**src/rtl/disp_mux_if.sv**
```systemverilog
// Bundle of display-multiplexer data, control and drive signals shared between
// the nibble source (master) and the scheduler (slave).
interface disp_mux_if #(
    parameter int NDIG = 2
);
    logic [4*NDIG-1:0] digits_in;
    logic              load;
    logic [NDIG-1:0]   dig_en;
    logic [3:0]        nibble;
    logic [NDIG-1:0]   an_n;
    logic              frame_start;
    logic              pending;

    modport master (
        output digits_in, load, dig_en,
        input  nibble, an_n, frame_start, pending
    );

    modport slave (
        input  digits_in, load, dig_en,
        output nibble, an_n, frame_start, pending
    );
endinterface

```
**src/rtl/disp_mux_ctrl.sv**
```systemverilog
// Seven-segment time-multiplex scheduler: blank/on slot sequencing per digit,
// with double-buffered digit values committed only at frame boundaries.
module disp_mux_ctrl #(
    parameter int NDIG         = 2,
    parameter int ON_CYCLES    = 100000,
    parameter int BLANK_CYCLES = 1000
) (
    input  logic       clk,
    input  logic       reset,
    disp_mux_if.slave  bus
);
    localparam int MAXC = (ON_CYCLES > BLANK_CYCLES) ? ON_CYCLES : BLANK_CYCLES;
    localparam int CW   = (MAXC > 1) ? $clog2(MAXC) : 1;
    localparam int IW   = $clog2(NDIG);
    localparam int DW   = 4 * NDIG;

    localparam logic [CW-1:0] BLANK_LAST = CW'(BLANK_CYCLES - 1);
    localparam logic [CW-1:0] ON_LAST    = CW'(ON_CYCLES - 1);
    localparam logic [CW-1:0] CNT_ONE    = CW'(1);
    localparam logic [IW-1:0] IDX_LAST   = IW'(NDIG - 1);
    localparam logic [IW-1:0] IDX_ONE    = IW'(1);

    typedef enum logic {
        BLANK = 1'b0,
        ON    = 1'b1
    } phase_t;

    phase_t          state_r;
    logic [CW-1:0]   cnt_r;
    logic [IW-1:0]   idx_r;
    logic [DW-1:0]   active_r;
    logic [DW-1:0]   pend_buf_r;
    logic            pending_r;
    logic [NDIG-1:0] an_n_r;
    logic [3:0]      nibble_r;
    logic            frame_start_r;

    logic            blank_done_s;
    logic            on_done_s;
    logic            commit_s;
    logic            on_next_s;
    logic [IW-1:0]   idx_next_s;
    logic [DW-1:0]   active_next_s;
    logic [NDIG-1:0] an_next_s;
    logic [3:0]      nibble_next_s;

    // Next-slot decode: phase ends, commit edge, and the values the registered outputs take next.
    always_comb begin
        blank_done_s  = (state_r == BLANK) && (cnt_r == BLANK_LAST);
        on_done_s     = (state_r == ON) && (cnt_r == ON_LAST);
        commit_s      = on_done_s && (idx_r == IDX_LAST);
        on_next_s     = (state_r == ON) ? !on_done_s : blank_done_s;
        an_next_s     = '1;
        nibble_next_s = 4'h0;

        if (on_done_s) begin
            idx_next_s = (idx_r == IDX_LAST) ? '0 : (idx_r + IDX_ONE);
        end else begin
            idx_next_s = idx_r;
        end

        // A load on the commit edge bypasses the pending buffer entirely.
        if (commit_s && bus.load) begin
            active_next_s = bus.digits_in;
        end else if (commit_s && pending_r) begin
            active_next_s = pend_buf_r;
        end else begin
            active_next_s = active_r;
        end

        for (int i = 0; i < NDIG; i++) begin
            if (idx_next_s == IW'(i)) begin
                nibble_next_s = active_next_s[4*i +: 4];
                an_next_s[i]  = !(on_next_s && bus.dig_en[i]);
            end else begin
                an_next_s[i]  = 1'b1;
            end
        end
    end

    // Phase FSM, slot index, digit buffers and registered display outputs.
    always_ff @(posedge clk or negedge reset) begin
        if (!reset) begin
            state_r       <= BLANK;
            cnt_r         <= '0;
            idx_r         <= '0;
            active_r      <= '0;
            pend_buf_r    <= '0;
            pending_r     <= 1'b0;
            an_n_r        <= '1;
            nibble_r      <= 4'h0;
            frame_start_r <= 1'b0;
        end else begin
            case (state_r)
                BLANK: begin
                    if (blank_done_s) begin
                        state_r <= ON;
                        cnt_r   <= '0;
                    end else begin
                        cnt_r   <= cnt_r + CNT_ONE;
                    end
                end
                ON: begin
                    if (on_done_s) begin
                        state_r <= BLANK;
                        cnt_r   <= '0;
                        idx_r   <= idx_next_s;
                    end else begin
                        cnt_r   <= cnt_r + CNT_ONE;
                    end
                end
                default: begin
                    state_r <= BLANK;
                    cnt_r   <= '0;
                end
            endcase

            if (commit_s) begin
                active_r   <= active_next_s;
                pending_r  <= 1'b0;
            end else if (bus.load) begin
                pend_buf_r <= bus.digits_in;
                pending_r  <= 1'b1;
            end else begin
                pending_r  <= pending_r;
            end

            if (on_done_s) begin
                nibble_r <= nibble_next_s;
            end else begin
                nibble_r <= nibble_r;
            end

            an_n_r        <= an_next_s;
            frame_start_r <= commit_s;
        end
    end

    assign bus.an_n        = an_n_r;
    assign bus.nibble      = nibble_r;
    assign bus.pending     = pending_r;
    assign bus.frame_start = frame_start_r;
endmodule

```
**src/flat_wrapper.sv**
```systemverilog
// flat-port wrapper written by rule: the top's interface ports become plain ports
module disp_mux_ctrl_flat 
#(
    parameter int NDIG         = 2,
    parameter int ON_CYCLES    = 100000,
    parameter int BLANK_CYCLES = 1000
)
  (clk, reset, bus_digits_in, bus_load, bus_dig_en, bus_nibble, bus_an_n, bus_frame_start, bus_pending);
  disp_mux_if #(.NDIG(NDIG)) bus_i ();
  input  logic clk;
  input  logic reset;
  input wire logic [$bits(bus_i.digits_in)-1:0] bus_digits_in;
  input wire logic [$bits(bus_i.load)-1:0] bus_load;
  input wire logic [$bits(bus_i.dig_en)-1:0] bus_dig_en;
  output wire logic [$bits(bus_i.nibble)-1:0] bus_nibble;
  output wire logic [$bits(bus_i.an_n)-1:0] bus_an_n;
  output wire logic [$bits(bus_i.frame_start)-1:0] bus_frame_start;
  output wire logic [$bits(bus_i.pending)-1:0] bus_pending;
  assign bus_i.digits_in = bus_digits_in;
  assign bus_i.load = bus_load;
  assign bus_i.dig_en = bus_dig_en;
  assign bus_nibble = bus_i.nibble;
  assign bus_an_n = bus_i.an_n;
  assign bus_frame_start = bus_i.frame_start;
  assign bus_pending = bus_i.pending;
  disp_mux_ctrl #(.NDIG(NDIG), .ON_CYCLES(ON_CYCLES), .BLANK_CYCLES(BLANK_CYCLES)) u_core (.clk(clk), .reset(reset), .bus(bus_i));
endmodule
```
**config.mk**
```make
export PLATFORM = sky130hd
export DESIGN_NAME = disp_mux_ctrl_flat
export DESIGN_NICKNAME = d
export VERILOG_FILES = /design/src/rtl/disp_mux_if.sv /design/src/rtl/disp_mux_ctrl.sv /design/src/flat_wrapper.sv
export SDC_FILE = /design/constraint.sdc
export NUM_CORES = 1
export LEC_CHECK = 0
export CAP_MARGIN = 10
export CORE_UTILIZATION = 50
export DETAILED_ROUTE_END_ITERATION = 10
export GPL_TIMING_DRIVEN = 0
export PLACE_DENSITY = 0.72
export SETUP_SLACK_MARGIN = 0.1
export SLEW_MARGIN = 30
export SYNTH_ARGS = -nofsm -noshare
export SYNTH_HDL_FRONTEND = slang
export SYNTH_SLANG_ARGS = --single-unit
```
**constraint.sdc**
```tcl
create_clock -name clk -period 3.2 [get_ports clk]
set_clock_uncertainty 0.2 [all_clocks]
set_input_delay 0.8 -clock clk [delete_from_list [all_inputs] [get_ports clk]]
set_output_delay 0.8 -clock clk [all_outputs]
set_load 0.01 [all_outputs]
```
# Yosys cells after proc, flatten, opt, wreduce, memory -nomap -nowiden
# Cells that the tools add are included.
classes:
  n_reduce_logical: 13
  add_sub_neg: 2
  bitwise: 2
  n_eq_ne: 2
  muxes: 16
ops:
  columns: ["op", "n"]
  rows:
  - ["2-to-1 mux 17 bit", 2]
  - ["one-hot mux 17 bit (2 select lines)", 1]
  - ["adder 17 x 1 -> 17 bit, second input constant", 1]
  - ["== test 17 x 10 -> 1 bit, second input constant", 1]
  - ["== test 17 bit, second input constant", 1]
  - ["2-to-1 mux 8 bit", 2]
  - ["2-to-1 mux 1 bit", 9]
  - ["logical AND 1 bit", 7]
  - ["2-to-1 mux 4 bit", 1]
  - ["AND reduction 2 bit", 2]
  - ["zero test 1 bit", 3]
  - ["inverter 1 bit", 2]
  - ["one-hot mux 1 bit (2 select lines)", 1]
  - ["nonzero test 2 bit", 1]
  - ["adder 1 bit, second input constant", 1]
word_totals:
  elab_cells: 44
  input_bits: 13
  regBits: 43

# Longest topological paths before layout
# Gate-level depths: netlist of run 1.
logic_depth:
  word_depth: 7
  mapped_depth: 10
  mapped_depth_nobuf: 8

# Worst setup path before layout of run 1
# OpenSTA, ideal clock, no wires.
synth_path:
  path_kind: "register -> register"
  start: "register u_core.cnt_r[13]"
  end: "register u_core.nibble_r[0], in the netlist u_core.bus.nibble[0]"
  path_slack_ns: 0.212
  required_ns: 2.875
  arrival_time_ns: 2.663
  period_less_slack_ns: 2.988
  stages_incl_launch_ff: 10
  path_cell_list: "dfrtp_1 > nor4_2 > nand4_1 > nor4_4 > buf_4 > ha_1 > nand2_1 > a211oi_1 > o32ai_1 > mux2_2"
synth_between:
  elab_chain_len: 7
  elab_cells_between_ends: 9
  cone_classes: "1 x eq/ne; 4 x mux; 4 x reduce/logical"
synth_lines:
  columns: ["element", "line", "source"]
  rows:
  - ["from (decl)", "disp_mux_ctrl.sv:29", "logic [CW-1:0] cnt_r;"]
  - ["from (signal assigned)", "disp_mux_ctrl.sv:100", "cnt_r <= cnt_r + CNT_ONE;"]
  - ["from (signal assigned)", "disp_mux_ctrl.sv:109", "cnt_r <= cnt_r + CNT_ONE;"]
  - ["== test 17 bit (*)", "disp_mux_ctrl.sv:50", "on_done_s = (state_r == ON) && (cnt_r == ON_LAST);"]
  - ["logical AND 1 bit (*)", "disp_mux_ctrl.sv:50", null]
  - ["logical AND 1 bit (*)", "disp_mux_ctrl.sv:51", "commit_s = on_done_s && (idx_r == IDX_LAST);"]
  - ["named net u_core.commit_s", "disp_mux_ctrl.sv:40", "logic commit_s;"]
  - ["logical AND 1 bit", "disp_mux_ctrl.sv:65", "end else if (commit_s && pending_r) begin"]
  - ["2-to-1 mux 8 bit", "disp_mux_ctrl.sv:65", null]
  - ["2-to-1 mux 8 bit (*)", "disp_mux_ctrl.sv:63", "if (commit_s && bus.load) begin"]
  - ["2-to-1 mux 4 bit (*)", "disp_mux_ctrl.sv:72", "if (idx_next_s == IW'(i)) begin"]
  - ["to (signal assigned)", "disp_mux_ctrl.sv:129", "nibble_r <= nibble_next_s;"]
  - ["to (signal assigned)", "disp_mux_ctrl.sv:131", "nibble_r <= nibble_r;"]
  - ["to (decl)", "disp_mux_ctrl.sv:35", "logic [3:0] nibble_r;"]
# Mark *: on every way through the listed nets, which the timed path passes. The rest lies on a longest branch.
# A chain may end at the register's enable or synchronous reset.

# Worst setup path in the final report of run 1
layout_path:
  start: "register u_core.cnt_r[11]"
  end: "register u_core.nibble_r[1], in the netlist u_core.bus.nibble[1]"
# The elaborated chain is that of the path after synthesis.

==> results.md, run 1 <==
- CP startpoint: u_core.cnt_r[11]
- Global-route wire length before repair: 7.748 mm
- Met2 GRT Util: 35.86%
- Clk buf depth: 2
- FFs w/ async S/R, synth: 100.0%
- Worst rel slew slack: 65.08%
- Post-route DRC: 0
- Routing usage on met3: 4.623%
- Clk_lat worst skew: 0.29 ns
- Setup Viol. Count Final: 0
- Initial Utilization: 52.33%
- Yosys cell types: 39
- Placeable Area: 4029 µm²
- Rows: 23
- Total negative setup slack: 0 ns
- Max-Cap Viols: 0
- Seq/Total Area, Yosys: 51.16%
- Worst slew pin tran: 0.5238 ns
- R2r startpoint: u_core.cnt_r[11]
- Post-Synthesis Cells: 196
- DP HPWL: 3.247 mm
- Area after DPL: 2386 µm²
- Mean Syn Cell Area: 10.76 µm²
- Synth warn: 0
- Vias per Instance: 6.062
- Routability cong.: 0.8660
- Pwr Density: 382.9 nW/µm²
- P&R area growth vs syn: 21.66%
- Detail Route Antenna Nets: 0
- Final Hold Viols: 0
- Pleak: 1.096 nW
- Max Clk Rate: 330.1 MHz
- Cell area after layout: 2565 µm²
- Top_reg_cell synth: dfrtp_1
- Crit-path max FO: 11
- EDFF count, synth: 0
- Utilization after layout: 63.66%
- RSZ-0062 raised after global routing: no
- GRT Residual Overflow: 0
- Syn_nets: 212
- Worst Path Required: 3.18 ns
- Status: finished clean
- Startpoint types: flop
- DR pass1 iterations: 4
- Diodes inserted: 0
- Vias: 1,673
- Global route hottest layer: met2
- Grt met1 use: 31.16%
- Vias in the first global route: 1,691
- Num Clock Sinks: 43
- I/O Buffers: 20
- Final #Nets: 241
- Clock root cell: clkbuf_8
- Number of synthesized register bits: 43
- Synth Cell Area: 2108 µm²
- GRT Total Usage: 23.53%
- Pre-CTS WS: -0.5169 ns
- Setup ws final: 0.1709 ns
- Antenna violations before repair: 0
- Peak supply drop: 0.2234 mV
- CTS tree: yes
- Period utilization: 94.66%
- Critical path arrival: 3.01 ns
- Worst Hold Margin: 0.2168 ns
- Initial drt markers: 137
- FILL cells: 316
- Die Area: 4480 µm²
- H-tree lvl count: 2
- Die Width: 66.94 µm
- Post-Route WL: 4.726 mm
- Hold crit path type: input pin to asynchronous set/reset pin
- Worst Setup End Kind: flop
- Final Max Tran Viols: 0
- Die Height: 66.94 µm
- Reg2Reg Setup Slack: 0.17 ns
- Routed wire length per instance: 17.12 µm
- Largest net degree at the start of global routing: 29
- Hold_buf cts: 0
- Fin crit period: 3.029 ns
- Num CTS Buffers: 5
- Ratio of cells with drive above 1 in the final layout: 21.24%
- Crit Path Class: flop to flop
- I/O pins: 21
- Worst-path clk slew: 0.08 ns
==> cells in the final DEF, fill, tap and decap left out, drive strengths merged, types with 2 or more instances in the layout <==
cell type      instances
nor2                   7
o32ai                  4
nand3                  8
ha                     3
o21ai                 14
mux2                  13
nand4                  3
clkdlybuf4s50         19
xor2                   4
xnor2                  9
nor4                   3
buf                    5
nand2                  7
and3                   8
a211oi                10
inv                   12
nor3                  16
nor2b                  2
dfstp                  2
o22ai                  8
or2                    3
dfrtp                 41
clkbuf                14
==> area by class of cell <==
cell class | instances | area [µm²] | share of cell area (%)
sequential | 43 | 1079 | 42.05
timing repair buffer | 22 | 222.7 | 8.683
tap | 50 | 62.56 | 2.439
clock buffer | 8 | 100.1 | 3.902
inverter | 12 | 45.04 | 1.756
multi-input combinational | 133 | 1011 | 39.41
buffer | 8 | 45.04 | 1.756
==> cell families (layout without fill, tap and decap cells) <==
kind of cell / after synthesis / in the layout / share of synthesized area, %
flops: 43 / 43 / 51.16
fa+ha+maj: 3 / 3 / 1.781
mux: 13 / 13 / 6.944
simple gates: 64 / 64 / 18.22
xor+xnor: 13 / 13 / 5.401
buf+inv: 20 / 50 / 3.798
compound gates: 40 / 40 / 12.70
==> cells in the mapped netlist, types with 2 or more instances <==
master	number	area share, %
dfstp_2	2	2.5
o22ai_1	8	2.4
nor4_2	2	1.2
nor2_1	7	1.2
xnor2_1	9	3.7
nand4_1	3	0.89
ha_1	3	1.8
mux2_2	13	6.9
nand3_1	7	1.7
o21ai_0	14	3.3
a211oi_1	9	3.2
nor3_1	16	3.8
or2_2	2	0.59
nand2_1	7	1.2
nor2b_1	2	0.59
inv_1	12	2.1
and3_1	8	2.4
clkbuf_1	5	0.89
xor2_1	4	1.7
o32ai_1	4	1.7
dfrtp_1	41	49
==> metal layers <==
layer	vias up	wire length, µm
li1	776	-
met1	820	2185
met2	61	2201
met3	16	243
met4	0	95
met5	-	0
==> per-stage QoR <==
stage               cells  power [mW]
floorplan             196      0.5834
global placement      266      0.6154
detailed placement    267      0.6209
CTS                   276      0.9907
global route          276       1.023
finish                276      0.9821
==> worst paths after layout <==
kind / cells past startpoint / end
min in group clk: 1 / u_core.cnt_r[0]
max in group asynchronous: 2 / u_core.bus.an_n[0]
max reg2reg: 9 / u_core.bus.nibble[1]
min reg2reg: 1 / u_core.cnt_r[0]
min: 1 / u_core.pend_buf_r[2]
max: 9 / u_core.bus.nibble[1]
==> worst max-delay path, cell delays in order, from the launching register on <==
cell and delay (ns):
dfrtp_1 0.44, nor4_4 0.34, nand4_1 0.22, nor4_4 0.31
buf_6 0.20, ha_4 0.20, nand2_2 0.19, a211oi_1 0.40
o32ai_1 0.15, mux2_2 0.28
==> power by group <==
part | switching (mW) | leakage, nW | internal [mW] | total, mW
Combinational | 0.0222 | 0.528 | 0.0264 | 0.0486
Clock | 0.175 | 0.0515 | 0.197 | 0.372
Sequential | 0.00745 | 0.516 | 0.554 | 0.561
Total | 0.205 | 1.10 | 0.777 | 0.982
==> state kept, by name (all words and copies together) (netlist names) <==
register	flops
u_core.bus.nibble	4
u_core.pend_buf_r	8
u_core.bus.pending	1
u_core.cnt_r	17
u_core.active_r	8
u_core.idx_r	1
u_core.state_r	1
u_core.bus.frame_start	1
u_core.bus.an_n	2
==> what timing repair did <==
item / 4_1_cts / 5_1_grt
pin swaps: 2 / 2
setup endpoints to repair: 21 / 12
resized for setup: 10 / 8
setup buffers: 1 / 0
Power figures use the tool's default switching activity.
==> run 2: changes to the inputs <==
--- a/config.mk
+++ b/config.mk
@@ -9,6 +9,7 @@
 export CORE_UTILIZATION = 50
 export DETAILED_ROUTE_END_ITERATION = 10
 export GPL_TIMING_DRIVEN = 0
+export MAX_ROUTING_LAYER = met4
 export PLACE_DENSITY = 0.72
 export SETUP_SLACK_MARGIN = 0.1
 export SLEW_MARGIN = 30
==> results.md, run 2 (synthesis results as in run 1) <==
- WP buf/inv: 2 (+1)
- Largest net degree at the start of global routing: 29 (unchanged)
- I/O pins: 21 (unchanged)
- Worst rel slew slack: 63.13% (-1.9 points)
- Reg2Reg Setup Slack: 0.23 ns (+0.06 ns)
- Status: finished clean
- Hold crit path type: input pin to asynchronous set/reset pin
- Num CTS Buffers: 5 (unchanged)
- Post-route DRC: 0 (unchanged)
- Int Power: 735.5 µW (-5.4%)
- Pwr Density: 368.8 nW/µm² (-3.7%)
- RSZ-0062 raised after global routing: no
- Worst Path Required: 3.24 ns (+0.06 ns)
- Worst r2r path cells: 10 (+1)
- Crit-path cells: nor4_4 > nand4_1 > nor4_4 > buf_6 > ha_1 > and2_1 > clkbuf_4 > a211oi_2 > o32ai_1 > mux2_2
- Vias per Instance: 6.126 (+1.1%)
- FILL cells: 326 (+3.2%)
- Crit Path Class: flop to flop
- CP max stage cell: dfrtp_1
- Seq pwr share: 59.5% (+2.3 points)
- Diodes inserted: 0 (unchanged)
- Max Clk Rate: 337.1 MHz (+2.1%)
- Setup Viol. Count Final: 0 (unchanged)
- R2r startpoint: u_core.cnt_r[11]
- P&R area growth vs syn: 21.31%
- Combinational Power Share: 5.2% (+0.3 points)
- Rows: 23 (unchanged)
- Fin crit period: 2.966 ns (-0.06266 ns)
- Die Area: 4480 µm² (unchanged)
- Max reg flops: 17 (unchanged)
- Worst slew pin tran: 0.5488 ns (+0.02500 ns)
- Clock root cell: clkbuf_8
- RR Endpoint: u_core.bus.nibble[3]
- H-tree lvl count: 2 (unchanged)
- Post-Route WL: 4.782 mm (+1.2%)
- Clock power frac: 35.3% (-2.6 points)
- Antenna violations before repair: 0 (unchanged)
- Sw frac: 22.01% (+1.2 points)
- CP max stage delay: 0.44 ns (about the same)
- Vias: 1,697 (+1.4%)
- Worst Setup End Kind: flop
- Max-Cap Viols: 0 (unchanged)
- Delay-heaviest family, CP: simple AND/OR/NAND/NOR gates
- Most frequent cell on the critical path: nor4_4
- Psw: 207.6 µW (+1.3%)
- Final Hold Viols: 0 (unchanged)
- DR pass1 iterations: 4 (unchanged)
- I/O Buffers: 20 (unchanged)
- DP HPWL: 3.204 mm (-1.3%)
- Pleak: 1.090 nW (-0.52%)
- Clk buf depth: 2 (unchanged)
- Die Height: 66.94 µm (unchanged)
- Hold_buf cts: 0 (unchanged)
- Critical path arrival: 3.01 ns (about the same)
- Initial drt markers: 173 (+26%)
- Period utilization: 92.70% (-2.0 points)
- Final #Nets: 242 (+0.41%)
- Ratio of cells with drive above 1 in the final layout: 21.15% (-0.094 points)
- CP Depth: 10 (+1)
- Cells after DPL: 267 (unchanged)
- Worst-path clk slew: 0.08 ns (about the same)
- Global-route wire length before repair: 8.024 mm (+3.6%)
- Biggest register: u_core.cnt_r
- Detail Route Antenna Nets: 0 (unchanged)
- Final std cells w/o fill: 277 (+0.36%)
- Routed wire length per instance: 17.26 µm (+0.82%)
- Die Width: 66.94 µm (unchanged)
- Vias in the first global route: 1,691 (unchanged)
- Peak supply drop: 0.2061 mV (-7.8%)
- Crit-path max FO: 11 (unchanged)
- Placeable Area: 4029 µm² (unchanged)
- Most frequent cells in the layout: 41 x dfrtp_1, 19 x clkdlybuf4s50_1, 16 x nor3_1
- Final Max Tran Viols: 0 (unchanged)
- CTS tree: yes
- GRT Total Usage: 25.26% (+1.7 points)
- Initial Utilization: 52.33% (unchanged)
- Most common cell after layout, fill and taps aside: dfrtp_1
- Clk_lat worst skew: 0.30 ns (about the same)
- Largest regs: u_core.cnt_r: 17 flops, u_core.active_r: 8 flops, u_core.pend_buf_r: 8 flops
- Total negative setup slack: 0 ns (unchanged)
- Num Clock Sinks: 43 (unchanged)
- GRT Residual Overflow: 0 (unchanged)
- Startpoint types: flop
- Routability cong.: 0.8775 (+1.3%)
run 2: changes by cell type in the layout (fill, tap and decap cells not counted):
| cell | before | now |
|---|---|---|
| clkbuf_1 | 3 | 5 |
| clkbuf_8 | 7 | 5 |
| a211oi_1 | 2 | 1 |
| a211oi_2 | 8 | 9 |
| buf_2 | 1 | 2 |
| buf_4 | 1 | 2 |
| clkbuf_2 | 3 | 2 |
run 2: final cells by class:
| type | count | area [µm²] | share of cell area (%) |
|---|---|---|---|
| flip-flops and latches | 43 | 1079 | 42.17 |
| multi-input cells | 133 | 1016 | 39.73 |
| repair buffers | 23 | 230.2 | 9.002 |
| clock buffers | 8 | 80.08 | 3.131 |
| well taps | 50 | 62.56 | 2.446 |
| plain buffers | 8 | 45.04 | 1.761 |
| inverters | 12 | 45.04 | 1.761 |
run 2: power by group through the flow:
stage	registers, mW	logic, mW	clock network, mW
after floorplan	0.570	0.0139	0
after global placement	0.571	0.0445	0
after detailed placement	0.572	0.0493	0
after CTS	0.561	0.0496	0.342
after global routing	0.563	0.0531	0.362
final	0.562	0.0489	0.333
run 2: stage by stage:
| stage | instance area, µm² | hold slack [ns] | power, mW | setup WS [ns] | utilization, % |
|---|---|---|---|---|---|
| finish | 2557 | 0.2144 | 0.9431 | 0.2336 | 63.48 |
| global route | 2557 | 0.2228 | 0.9777 | 0.07287 | 63.48 |
| CTS | 2532 | 0.2180 | 0.9527 | 0.1099 | 62.86 |
| detailed placement | 2386 | 0.2732 | 0.6213 | -0.5199 | 59.22 |
| global placement | 2371 | 0.2622 | 0.6154 | -0.4319 | 58.85 |
| floorplan | 2108 | 0.2414 | 0.5834 | 0.2122 | - |
run 2: worst max-delay path by stage:
stage                      from                   end  slack (ns)
3_3_place_gp   u_core.cnt_r[11]  u_core.bus.nibble[1]       -0.43
3_5_place_dp   u_core.cnt_r[13]  u_core.bus.nibble[0]       -0.52
2_1_floorplan  u_core.cnt_r[13]  u_core.bus.nibble[0]        0.21
4_1_cts        u_core.cnt_r[13]  u_core.bus.nibble[1]        0.11
5_1_grt        u_core.cnt_r[11]  u_core.bus.nibble[3]        0.07
6_report       u_core.cnt_r[11]  u_core.bus.nibble[3]        0.23
run 2: routing by layer:
metal / up-vias / share of wire, % / global-route usage [%]
li1: 782 / - / -
met1: 828 / 46 / 33.04
met2: 76 / 46 / 36.99
met3: 11 / 6.1 / 6.336
met4: 0 / 2.0 / 10.90
met5: - / 0 / -
run 2: repair_timing:
| action | in CTS | in global routing |
|---|---|---|
| gates resized for setup | 14 | 5 |
| endpoints found under the hold margin | 0 | 0 |
| buffers inserted | 1 | 1 |
| setup endpoints to repair | 21 | 4 |
| pin swaps | 1 | 2 |
